## src/rtl/muldiv_unit_pkg.sv

```systemverilog
// Shared CPU definitions for the multiply/divide unit: opcode encodings,
// FSM state encoding and small opcode-decoding helpers.
package muldiv_unit_pkg;

  localparam int unsigned XLEN_DEF = 32;
  localparam int unsigned CNT_W    = 6;

  localparam logic [3:0] OP_MUL  = 4'ha;
  localparam logic [3:0] OP_DIV  = 4'hb;
  localparam logic [3:0] OP_MULU = 4'hc;
  localparam logic [3:0] OP_DIVU = 4'hd;

  typedef enum logic [1:0] {
    ST_IDLE = 2'd0,
    ST_RUN  = 2'd1,
    ST_DONE = 2'd2
  } state_t;

  // True for the four opcodes this unit executes.
  function automatic logic is_valid_op(input logic [3:0] op);
    return (op == OP_MUL) || (op == OP_DIV) || (op == OP_MULU) || (op == OP_DIVU);
  endfunction

  // True for the two's-complement variants.
  function automatic logic is_signed_op(input logic [3:0] op);
    return (op == OP_MUL) || (op == OP_DIV);
  endfunction

  // True for the division variants.
  function automatic logic is_div_op(input logic [3:0] op);
    return (op == OP_DIV) || (op == OP_DIVU);
  endfunction

endpackage

```

## src/rtl/muldiv_unit.sv

```systemverilog
// Iterative 32-step multiply / restoring-divide unit.
// Magnitudes are processed unsigned; signs are restored in the DONE cycle.
//
// Handshake: start is sampled only while the FSM is IDLE and only together
// with a valid opcode; an accepted request makes busy rise on the next cycle.
// busy stays high through the single DONE cycle, where done pulses for one
// cycle with results valid. There is no ready/back-pressure: a start seen
// while busy, or with any other opcode, is dropped. Results hold until the
// next DONE cycle.
module muldiv_unit
  import muldiv_unit_pkg::*;
#(
  parameter int XLEN = 32
) (
  input  logic            clk,
  input  logic            rst,
  input  logic            start,
  input  logic [3:0]      opcode,
  input  logic [XLEN-1:0] data0,
  input  logic [XLEN-1:0] data1,
  output logic            busy,
  output logic            done,
  output logic [XLEN-1:0] out_hi,
  output logic [XLEN-1:0] out_lo,
  output logic            div_by_zero,
  output state_t          o_dbg_state
);

  state_t                r_state;
  state_t                w_state_nxt;

  logic [2*XLEN-1:0]     r_acc;      // product accumulator / {remainder, quotient}
  logic [XLEN-1:0]       r_opd;      // multiplicand / divisor magnitude
  logic [CNT_W-1:0]      r_cnt;      // iteration counter
  logic                  r_is_div;
  logic                  r_sign0;    // sign of data0 (0 for unsigned ops)
  logic                  r_sign1;    // sign of data1 (0 for unsigned ops)
  logic                  r_dz;       // divisor was zero
  logic [XLEN-1:0]       r_out_hi;
  logic [XLEN-1:0]       r_out_lo;
  logic                  r_out_dz;

  logic                  w_accept;
  logic                  w_last;
  logic                  w_sgn;
  logic [XLEN-1:0]       w_mag0;
  logic [XLEN-1:0]       w_mag1;
  logic [XLEN:0]         w_mul_sum;
  logic [2*XLEN-1:0]     w_mul_next;
  logic [XLEN:0]         w_div_rem;
  logic [XLEN:0]         w_div_diff;
  logic [2*XLEN-1:0]     w_div_next;
  logic [2*XLEN-1:0]     w_prod;
  logic [XLEN-1:0]       w_quo;
  logic [XLEN-1:0]       w_rem;
  logic [XLEN-1:0]       w_res_hi;
  logic [XLEN-1:0]       w_res_lo;

  assign w_accept = (r_state == ST_IDLE) && start && is_valid_op(opcode);
  assign w_last   = (r_cnt == CNT_W'(XLEN - 1));
  assign w_sgn    = is_signed_op(opcode);

  // Magnitudes: -0x80000000 wraps to 0x80000000, read as unsigned 2^31.
  assign w_mag0 = (w_sgn && data0[XLEN-1]) ? -data0 : data0;
  assign w_mag1 = (w_sgn && data1[XLEN-1]) ? -data1 : data1;

  // Shift-add step: add multiplicand into the upper half when the LSB is set,
  // keeping the carry so the shift never loses a bit.
  assign w_mul_sum  = {1'b0, r_acc[2*XLEN-1:XLEN]} + {1'b0, r_opd};
  assign w_mul_next = r_acc[0] ? {w_mul_sum, r_acc[XLEN-1:1]}
                               : {1'b0, r_acc[2*XLEN-1:1]};

  // Restoring-divide step: shifted partial remainder is 33 bits wide.
  assign w_div_rem  = r_acc[2*XLEN-1:XLEN-1];
  assign w_div_diff = w_div_rem - {1'b0, r_opd};
  assign w_div_next = w_div_diff[XLEN] ? {r_acc[2*XLEN-2:0], 1'b0}
                                       : {w_div_diff[XLEN-1:0], r_acc[XLEN-2:0], 1'b1};

  // Sign correction applied in the DONE cycle.
  assign w_prod = (r_sign0 ^ r_sign1) ? -r_acc : r_acc;
  assign w_quo  = r_acc[XLEN-1:0];
  assign w_rem  = r_acc[2*XLEN-1:XLEN];

  // Divide-by-zero leaves |data0| in the remainder, so the normal remainder
  // sign fix reproduces data0; only the quotient is forced.
  always_comb begin
    w_res_hi = '0;
    w_res_lo = '0;
    if (r_is_div) begin
      w_res_hi = r_sign0 ? -w_rem : w_rem;
      if (r_dz) w_res_lo = '1;
      else      w_res_lo = (r_sign0 ^ r_sign1) ? -w_quo : w_quo;
    end else begin
      w_res_hi = w_prod[2*XLEN-1:XLEN];
      w_res_lo = w_prod[XLEN-1:0];
    end
  end

  // State register; reset wins over any start.
  always_ff @(posedge clk) begin
    if (rst) r_state <= ST_IDLE;
    else     r_state <= w_state_nxt;
  end

  // Next-state logic.
  always_comb begin
    w_state_nxt = r_state;
    case (r_state)
      ST_IDLE: if (w_accept) w_state_nxt = ST_RUN;
      ST_RUN:  if (w_last)   w_state_nxt = ST_DONE;
      ST_DONE: w_state_nxt = ST_IDLE;
      default: w_state_nxt = ST_IDLE;
    endcase
  end

  // FSM outputs.
  always_comb begin
    busy = 1'b0;
    done = 1'b0;
    case (r_state)
      ST_RUN:  busy = 1'b1;
      ST_DONE: begin
        busy = 1'b1;
        done = 1'b1;
      end
      default: ;
    endcase
  end

  // Datapath: load on accept, iterate in RUN, capture results in DONE.
  always_ff @(posedge clk) begin
    if (rst) begin
      r_acc    <= '0;
      r_opd    <= '0;
      r_cnt    <= '0;
      r_is_div <= 1'b0;
      r_sign0  <= 1'b0;
      r_sign1  <= 1'b0;
      r_dz     <= 1'b0;
      r_out_hi <= '0;
      r_out_lo <= '0;
      r_out_dz <= 1'b0;
    end else if (w_accept) begin
      r_is_div <= is_div_op(opcode);
      r_sign0  <= w_sgn & data0[XLEN-1];
      r_sign1  <= w_sgn & data1[XLEN-1];
      r_dz     <= is_div_op(opcode) && (data1 == '0);
      r_cnt    <= '0;
      if (is_div_op(opcode)) begin
        r_acc <= {{XLEN{1'b0}}, w_mag0};
        r_opd <= w_mag1;
      end else begin
        r_acc <= {{XLEN{1'b0}}, w_mag1};
        r_opd <= w_mag0;
      end
    end else if (r_state == ST_RUN) begin
      r_acc <= r_is_div ? w_div_next : w_mul_next;
      r_cnt <= r_cnt + CNT_W'(1);
    end else if (r_state == ST_DONE) begin
      r_out_hi <= w_res_hi;
      r_out_lo <= w_res_lo;
      r_out_dz <= r_dz;
    end
  end

  // Results are live in the DONE cycle, then held from the capture registers.
  assign out_hi      = (r_state == ST_DONE) ? w_res_hi : r_out_hi;
  assign out_lo      = (r_state == ST_DONE) ? w_res_lo : r_out_lo;
  assign div_by_zero = (r_state == ST_DONE) ? r_dz     : r_out_dz;
  assign o_dbg_state = r_state;

endmodule

```

## config.mk

```make
export PLATFORM = sky130hd
export DESIGN_NAME = muldiv_unit
export DESIGN_NICKNAME = d
export VERILOG_FILES = /design/src/rtl/muldiv_unit_pkg.sv /design/src/rtl/muldiv_unit.sv
export SDC_FILE = /design/constraint.sdc
export NUM_CORES = 1
export LEC_CHECK = 0
export ABC_AREA = 1
export BUFFER_PORTS_ARGS = -buffer_cell sky130_fd_sc_hd__buf_2
export CAP_MARGIN = 0
export CORE_MARGIN = 10
export CORE_UTILIZATION = 38
export CTS_BUF_LIST = sky130_fd_sc_hd__clkbuf_4 sky130_fd_sc_hd__clkbuf_8
export DETAILED_ROUTE_END_ITERATION = 16
export GPL_TIMING_DRIVEN = 1
export PLACE_DENSITY_LB_ADDON = 0.3
export SLEW_MARGIN = 10
export SYNTH_ARGS = -nofsm -noshare
export SYNTH_HDL_FRONTEND = slang
export SYNTH_SLANG_ARGS = --single-unit
```

## constraint.sdc

```tcl
create_clock -name clk -period 2.5 [get_ports clk]
set_input_delay 0.5 -clock clk [delete_from_list [all_inputs] [get_ports clk]]
set_output_delay 0.5 -clock clk [all_outputs]
set_load 0.005 [all_outputs]
```

==> impl_table.tex, run 1 <==
\begin{tabular}{lr}
\hline
Metric & Value \\
\hline
\multicolumn{2}{l}{\textbf{Route}} \\
\quad Met2 wire length & 38200 um \\
\quad Avg WL per Cell & between 15 and 20 um \\
\quad Detail Route Antenna Nets & 0 \\
\quad Top metal layer carrying routed signals & met4 \\
\quad Vias & 23800 \\
\quad Drt drc & 0 \\
\quad Via-per-instance ratio & 5.31 \\
\quad Met3 Wirelength & 5660 um \\
\quad First-pass iteration count of the detailed router & 6 \\
\quad Number of DRC violations after detailed-routing iteration 0 & 2260 \\
\quad Routed Wire Length & roughly 84000 um \\
\quad Met1 Routed Length & 35800 um \\
\multicolumn{2}{l}{\textbf{Timing}} \\
\quad Worst-Margin Slew & approximately 0.74 ns \\
\quad Worst setup slack after layout & -0.506 ns \\
\quad Smallest hold slack & around 0.36 ns \\
\quad Total count of max-transition violations in the final report & 0 \\
\quad Total Negative Setup Slacks & -20.45 ns \\
\quad Maximum achievable frequency & 333 MHz \\
\quad Max transition margin & slightly above 50\% \\
\quad Fin crit share & 120\% \\
\quad Endpoints failing setup & 67 \\
\quad Final Skew & 0.0291 ns \\
\quad Clock period minus worst slack & approximately 3.0 ns \\
\quad Unrepaired setup endpoints after global routing & true \\
\quad Hold Vio Cnt, Final & 0 \\
\multicolumn{2}{l}{\textbf{Worst setup path}} \\
\quad Cell class contributing the biggest share of worst-path delay & buffers and inverters \\
\quad Worst path buffer plus inverter count & 4 \\
\quad Crit Path Class & flip-flop to output port \\
\quad Critical Path Start Type & flip-flop \\
\quad Required time worst endpoint & around 2 ns \\
\quad Kind of capture point of the worst setup path & output port \\
\quad Cell breakdown of the critical path & buf\_4 -> nor2\_4 -> nand2\_2 -> nor2\_4 -> nand2\_2 -> o21ai\_4 -> buf\_4 -> xor2\_2 -> o22ai\_1 -> inv\_1 -> buf\_2 \\
\quad Arr. time, crit path & 2.51 ns \\
\quad Slowest stage cell on the critical path & sky130\_fd\_sc\_hd\_\_dfxtp\_4 \\
\quad CP Max Fanout & 3 \\
\quad Delay contributed by the slowest stage of the critical path & around 0.39 ns \\
\multicolumn{2}{l}{\textbf{Status}} \\
\quad Outcome & complete, but fails checks \\
\quad Violations in the final reports & negative setup slack \\
\multicolumn{2}{l}{\textbf{Placed design}} \\
\quad Placed cell area & around 0.023 mm\^{}2 \\
\quad Count of buffers inserted at the top-level ports & roughly 140 \\
\quad Placed wire-length estimate after detailed placement & about 65000 um \\
\quad Placer's final routability congestion estimate & 1.03 \\
\quad Worst-case setup slack after placement & -0.137 ns \\
\multicolumn{2}{l}{\textbf{Min path}} \\
\quad Min-Delay Path Class & primary input to flip-flop \\
\multicolumn{2}{l}{\textbf{Power and ir drop}} \\
\quad Largest vdd supply drop & between 0.4 and 0.5 mV \\
\quad Static power due to leakage & around 14 nW \\
\quad Power density relative to cell area & roughly 600 mW/mm\^{}2 \\
\multicolumn{2}{l}{\textbf{Logic synthesis}} \\
\quad Flip-flop and latch count after synthesis & around 170 \\
\quad Cell area after synthesis & $\sim$0.019 mm\^{}2 \\
\quad Distinct cell type count of the synthesized netlist & between 50 and 60 \\
\quad Number of enable-type register cells in the synthesized netlist & 0 \\
\quad Post-synthesis sequential area ratio & 18.6\% \\
\quad Top FF cell, synth & sky130\_fd\_sc\_hd\_\_dfxtp\_1 \\
\quad Async S/R FF share, synth & 0\% \\
\quad Total number of yosys warnings & 0 \\
\quad Net count of the mapped netlist & 3480 \\
\quad Mean instance size in the synthesized netlist & 5.58 um\^{}2 \\
\quad Synthesized instance count & 3335 \\
\multicolumn{2}{l}{\textbf{Layout}} \\
\quad Number of inserted filler cells in the final layout & $\sim$4900 \\
\quad Most frequent standard cell in the layout excluding fill and tap cells & sky130\_fd\_sc\_hd\_\_nand2\_1 \\
\quad Ratio of cells with drive above 1 in the final layout & 32.6\% \\
\quad Synthesis-to-layout area growth & 40.5\% \\
\quad Final core utilization & between 50\% and 60\% \\
\quad Number of nets in the layout & approximately 4000 \\
\quad Fin area & 0.0262 mm\^{}2 \\
\quad Most frequent cells in the layout & sky130\_fd\_sc\_hd\_\_nand2\_1, sky130\_fd\_sc\_hd\_\_inv\_1, sky130\_fd\_sc\_hd\_\_buf\_4, sky130\_fd\_sc\_hd\_\_nor2\_1, sky130\_fd\_sc\_hd\_\_nand3\_1 \\
\multicolumn{2}{l}{\textbf{Clock network}} \\
\quad Insertion delay to the later sink of the worst-skew pair & $\sim$0.55 ns \\
\quad Deepest level of the CTS H-tree & 4 \\
\quad Buffer depth of the longest clock path & 2 \\
\quad Clock Sinks & 173 \\
\quad Root buffer selected by CTS & sky130\_fd\_sc\_hd\_\_clkbuf\_8 \\
\quad TritonCTS clock tree & built \\
\quad Number of hold buffers added after CTS & 0 \\
\quad Total clock buffers created by CTS & 17 \\
\quad Clock slew at reported path FFs & $\sim$0.11 ns \\
\multicolumn{2}{l}{\textbf{Floorplan}} \\
\quad Width of the die & 241 um \\
\quad Row count & 81 \\
\quad Area of the core & 0.0486 mm\^{}2 \\
\quad Effective utilization at floorplan & a little under two fifths \\
\quad Die area & $\sim$0.06 mm\^{}2 \\
\quad I/O Pins & 140 \\
\quad Die Y & 241 um \\
\multicolumn{2}{l}{\textbf{Global routing}} \\
\quad Remaining global-route overflow & 0 \\
\quad Via count of the first global-routing pass & about 22000 \\
\quad Maximum number of pins on one net before global-route repair & 102 \\
\quad Global-route wire length before repair & around 120000 um \\
\quad GRT Resource Usage Total & a little over a quarter \\
\quad Antenna violations before repair & 0 \\
\multicolumn{2}{l}{\textbf{Job}} \\
\quad Max-cap violations & 0 \\
\hline
\end{tabular}
stage by stage:
stage               total power (W)  instances
global route                 0.0166       4476
detailed placement           0.0112       4359
global placement             0.0112       4359
floorplan                   0.00807       3335
CTS                          0.0141       4436
finish                       0.0157       4477
worst min-delay path: cells and delay by family:
| family | cells | cell delay (ns) |
|---|---|---|
| buffers and inverters | 2 | 0.16 |
| AND/OR/NAND/NOR | 2 | 0.14 |
| AO/OA/AOI/OAI | 1 | 0.07 |
repair_timing:
action                     CTS  global route
setup endpoints to repair   86            97
resized for setup          347           344
gates cloned                 2             7
pin swaps                   86           127
setup buffers               48            37
kinds of logic (layout without fill, tap and decap cells):
kind of cell	after synthesis	count (layout)	synth area share (%)
AO/OA/AOI/OAI	514	514	15.8
XOR/XNOR	102	102	4.80
buffers and inverters	627	1146	13.3
flip-flops	173	173	18.6
adder cells (fa/ha/maj)	74	74	5.05
AND/OR/NAND/NOR	1845	1845	42.4
other	0	1	0
metal layers:
layer / up-vias / track usage [%]
met5: - / 0
met1: 11000 / 35.3
met3: 201 / 3.50
met2: 987 / 43.7
li1: 11600 / -
met4: 0 / 12.4
cells in the mapped netlist (all sizes together) (2+ instances only):
library cell | instances | area, um^2
or2 | 14 | 87.6
xnor2 | 25 | 219
a31oi | 20 | 125
nand3b | 24 | 180
dfxtp | 173 | 3460
buf | 57 | 334
nor2 | 368 | 1430
and2 | 9 | 56.3
a22oi | 5 | 37.5
nor4 | 5 | 31.3
o22ai | 44 | 275
ha | 72 | 901
xor2 | 77 | 674
o221ai | 6 | 52.6
o21bai | 11 | 82.6
nor3 | 25 | 140
o31ai | 2 | 15.0
clkinv | 5 | 20.0
nand2 | 1078 | 4180
nand3 | 287 | 1570
fa | 2 | 40.0
clkbuf | 67 | 255
o21a | 3 | 22.5
o21ai | 180 | 908
o211ai | 31 | 233
a21o | 4 | 30.0
a21oi | 205 | 1130
nand4 | 32 | 206
inv | 498 | 1870
and3 | 2 | 12.5
where the power goes:
part / leakage, nW / internal, W / switching [W]
logic: 12.0 / 0.00439 / 0.00587
clock network: 0.188 / 0.000765 / 0.00130
registers: 1.45 / 0.00312 / 0.000295
registers in the layout (all words and copies together), names as in the netlist:
signal,cells
r_acc,64
r_opd,32
r_out_hi,32
r_out_lo,32
r_cnt,6
o_dbg_state,2
r_dz,1
r_is_div,1
r_out_dz,1
r_sign0,1
r_sign1,1
path summary, 6_finish.rpt:
kind / startpoint / endpoint / slack (ns) / cells after the start
setup / recovery: r_acc[16]$_SDFFE_PP0N_ / out_lo[31] / -0.51 / 11
setup reg to reg: r_acc[39]$_SDFFE_PP0N_ / r_acc[63]$_SDFFE_PP0N_ / -0.06 / 17
hold reg to reg: r_out_dz$_SDFFE_PP0P_ / r_out_dz$_SDFFE_PP0P_ / 0.47 / 2
hold / removal: data0[31] / r_opd[31]$_SDFFE_PP0P_ / 0.36 / 5
area by class of cell:
type / instances / area (um^2) / area share, %
well taps: 622 / 778 / 2.98
inverters: 503 / 1920 / 7.34
clock inverters: 13 / 121 / 0.464
repair buffers: 611 / 4770 / 18.2
clock buffers: 19 / 255 / 0.976
multi-input cells: 2535 / 14700 / 56.2
flip-flops and latches: 173 / 3610 / 13.8
diodes: 1 / 2.50 / 0.00957
No activity file was read; power rests on OpenSTA's default activity.
==> run 2, diff against run 1 <==
--- a/config.mk
+++ b/config.mk
@@ -10,7 +10,6 @@
 export CAP_MARGIN = 0
 export CORE_MARGIN = 10
 export CORE_UTILIZATION = 38
-export CTS_BUF_LIST = sky130_fd_sc_hd__clkbuf_4 sky130_fd_sc_hd__clkbuf_8
 export DETAILED_ROUTE_END_ITERATION = 16
 export GPL_TIMING_DRIVEN = 1
 export PLACE_DENSITY_LB_ADDON = 0.3
==> impl_table.tex, run 2 (synthesis gave the netlist of run 1 again) <==
\begin{tabular}{lr}
\hline
Metric & Value \\
\hline
\multicolumn{2}{l}{\textbf{Clock network}} \\
\quad Buffer depth of the longest clock path & 2 (unchanged) \\
\quad Insertion delay to the later sink of the worst-skew pair & 0.48 ns (-0.07 ns) \\
\quad Total clock buffers created by CTS & 17 (unchanged) \\
\quad Root buffer selected by CTS & sky130\_fd\_sc\_hd\_\_clkbuf\_16 \\
\quad TritonCTS clock tree & built \\
\quad Clock slew at reported path FFs & 0.08 ns (-0.03 ns) \\
\quad Deepest level of the CTS H-tree & 4 (unchanged) \\
\quad Clock Sinks & 173 (unchanged) \\
\quad Number of hold buffers added after CTS & 0 (unchanged) \\
\multicolumn{2}{l}{\textbf{Layout}} \\
\quad Most frequent cells in the layout & sky130\_fd\_sc\_hd\_\_nand2\_1, sky130\_fd\_sc\_hd\_\_inv\_1, sky130\_fd\_sc\_hd\_\_buf\_4, sky130\_fd\_sc\_hd\_\_nor2\_1, sky130\_fd\_sc\_hd\_\_nand3\_1 \\
\quad Final cell count without fillers & 4460 (-0.38\%) \\
\quad Most frequent standard cell in the layout excluding fill and tap cells & sky130\_fd\_sc\_hd\_\_nand2\_1 \\
\quad Number of flip-flops under the largest register name & 64 (unchanged) \\
\quad Number of nets in the layout & 3969 (-0.43\%) \\
\quad Final core utilization & 53.7\% (-0.075 points) \\
\quad Largest register by flop count & r\_acc \\
\quad Ratio of cells with drive above 1 in the final layout & 32.3\% (-0.25 points) \\
\quad Synthesis-to-layout area growth & 40.3\% \\
\quad Fin area & 0.0261 mm\^{}2 (-0.14\%) \\
\multicolumn{2}{l}{\textbf{Route}} \\
\quad Via-per-instance ratio & 5.35 (+0.60\%) \\
\quad Vias & 23800 (+0.22\%) \\
\quad Drt drc & 0 (unchanged) \\
\quad Avg WL per Cell & 18.8 um (+0.31\%) \\
\quad Detail Route Antenna Nets & 0 (unchanged) \\
\quad Number of DRC violations after detailed-routing iteration 0 & 2237 (-1.0\%) \\
\quad Routed Wire Length & 83700 um (about the same) \\
\quad First-pass iteration count of the detailed router & 8 (+2) \\
\multicolumn{2}{l}{\textbf{Timing}} \\
\quad Fin crit share & 117\% (-2.8 points) \\
\quad Clock period minus worst slack & 2.94 ns (-0.0701 ns) \\
\quad Endpoints failing setup & 62 (-7.5\%) \\
\quad Unrepaired setup endpoints after global routing & true \\
\quad Final Skew & 0.0252 ns (-0.00387 ns) \\
\quad Total count of max-transition violations in the final report & 0 (unchanged) \\
\quad Hold Vio Cnt, Final & 0 (unchanged) \\
\quad Worst-Margin Slew & 0.741 ns (-0.000493 ns) \\
\quad Maximum achievable frequency & 341 MHz (+2.4\%) \\
\quad Max transition margin & 50.6\% (about the same) \\
\quad Worst setup slack after layout & -0.436 ns (+0.0701 ns) \\
\quad Total Negative Setup Slacks & -16.47 ns (+3.97 ns) \\
\multicolumn{2}{l}{\textbf{Worst setup path}} \\
\quad Critical Path Start Type & flip-flop \\
\quad CP Max Fanout & 4 (+1) \\
\quad Crit Path Class & flip-flop to output port \\
\quad Arr. time, crit path & 2.44 ns (-0.07 ns) \\
\quad Required time worst endpoint & 2.00 ns (about the same) \\
\quad Kind of capture point of the worst setup path & output port \\
\multicolumn{2}{l}{\textbf{Placed design}} \\
\quad Count of buffers inserted at the top-level ports & 139 (unchanged) \\
\quad Placed cell area & 0.0226 mm\^{}2 (unchanged) \\
\quad Cell count after placement & 4359 (unchanged) \\
\quad Placed wire-length estimate after detailed placement & 65000 um (unchanged) \\
\quad Placer's final routability congestion estimate & 1.03 (unchanged) \\
\quad Worst-case setup slack after placement & -0.137 ns (unchanged) \\
\multicolumn{2}{l}{\textbf{Global routing}} \\
\quad Remaining global-route overflow & 0 (unchanged) \\
\quad GRT Resource Usage Total & 27.1\% (about the same) \\
\quad Via count of the first global-routing pass & 21600 (-0.25\%) \\
\quad Global-route wire length before repair & 122000 um (+0.10\%) \\
\quad Maximum number of pins on one net before global-route repair & 102 (unchanged) \\
\quad Antenna violations before repair & 0 (unchanged) \\
\multicolumn{2}{l}{\textbf{Status}} \\
\quad Outcome & complete, but fails checks \\
\quad Violations in the final reports & negative setup slack \\
\multicolumn{2}{l}{\textbf{Floorplan}} \\
\quad Area of the core & 0.0486 mm\^{}2 (unchanged) \\
\quad Die Y & 241 um (unchanged) \\
\quad Width of the die & 241 um (unchanged) \\
\quad Row count & 81 (unchanged) \\
\quad Effective utilization at floorplan & 38.3\% (unchanged) \\
\quad Die area & 0.0583 mm\^{}2 (unchanged) \\
\quad I/O Pins & 140 (unchanged) \\
\multicolumn{2}{l}{\textbf{Min path}} \\
\quad Min-Delay Path Class & primary input to flip-flop \\
\multicolumn{2}{l}{\textbf{Power and ir drop}} \\
\quad Largest vdd supply drop & 0.555 mV (+31\%) \\
\quad Power density relative to cell area & 626 mW/mm\^{}2 (+4.1\%) \\
\quad Static power due to leakage & 13.6 nW (-0.17\%) \\
\multicolumn{2}{l}{\textbf{Job}} \\
\quad Max-cap violations & 0 (unchanged) \\
\hline
\end{tabular}
run 2: cell count changes in the layout (fill, tap and decap cells not counted), sizes merged:
cell,previous run,this run
clkinvlp,5,4
buf,606,590
inv,506,507
clkbuf,24,23
run 2: final timing paths:
check	startpoint	end	slack, ns	cells past startpoint
worst min register to register	r_out_dz$_SDFFE_PP0P_	r_out_dz$_SDFFE_PP0P_	0.46	2
worst min-delay path	data0[31]	r_opd[31]$_SDFFE_PP0P_	0.43	5
worst max-delay path	r_acc[2]$_SDFFE_PP0N_	out_hi[3]	-0.44	12
worst max register to register	r_acc[31]$_SDFFE_PP0N_	r_acc[42]$_SDFFE_PP0N_	-0.01	21
run 2: metal layers:
| layer | up-vias | part of all wire (%) | track usage [%] |
|---|---|---|---|
| li1 | 11600 | - | - |
| met1 | 11000 | 42 | 35.7 |
| met2 | 1030 | 46 | 43.7 |
| met3 | 190 | 7.1 | 2.96 |
| met4 | 0 | 5.1 | 12.3 |
| met5 | - | 0 | 0 |
run 2: final cells by class:
class / instances / area [um^2]
diodes: 1 / 2.50
inverters: 503 / 1910
multi-input cells: 2535 / 14700
clock buffers: 19 / 443
well taps: 622 / 778
clock inverters: 13 / 121
repair buffers: 594 / 4590
fillers: 4865 / 22500
flip-flops and latches: 173 / 3600
run 2: worst max-delay path, stage by stage, from the launching register on:
cell and delay, ns:
sky130_fd_sc_hd__dfxtp_4 0.37, sky130_fd_sc_hd__nor2_4 0.11, sky130_fd_sc_hd__buf_6 0.11, sky130_fd_sc_hd__nand4_4 0.12, sky130_fd_sc_hd__buf_6 0.17, sky130_fd_sc_hd__nor3_4 0.23, sky130_fd_sc_hd__nand2_2 0.13, sky130_fd_sc_hd__o21ai_4 0.26
sky130_fd_sc_hd__nand2_1 0.10, sky130_fd_sc_hd__nand2_1 0.09, sky130_fd_sc_hd__nand3_2 0.07, sky130_fd_sc_hd__nand2_1 0.09, sky130_fd_sc_hd__buf_2 0.11
run 2: stage by stage:
stage / total power, W / hold WS, ns
after global routing: 0.0172 / 0.470
after global placement: 0.0112 / 0.436
after CTS: 0.0146 / 0.416
final: 0.0164 / 0.432
after floorplan: 0.00807 / 0.424
after detailed placement: 0.0112 / 0.451
run 2: what timing repair did:
action | in CTS | in global routing
pin swaps | 88 | 126
gates resized for setup | 321 | 367
hold endpoints to repair | 0 | 0
setup buffers | 38 | 34
gates cloned | 1 | 6
setup endpoints to repair | 81 | 97
run 2: power by group:
| group | internal [W] | total, W | leakage, nW | switching, W |
|---|---|---|---|---|
| clock network | 0.00134 | 0.00272 | 0.271 | 0.00138 |
| logic | 0.00433 | 0.0102 | 11.9 | 0.00588 |
| registers | 0.00312 | 0.00342 | 1.45 | 0.000297 |
| total | 0.00879 | 0.0164 | 13.6 | 0.00756 |
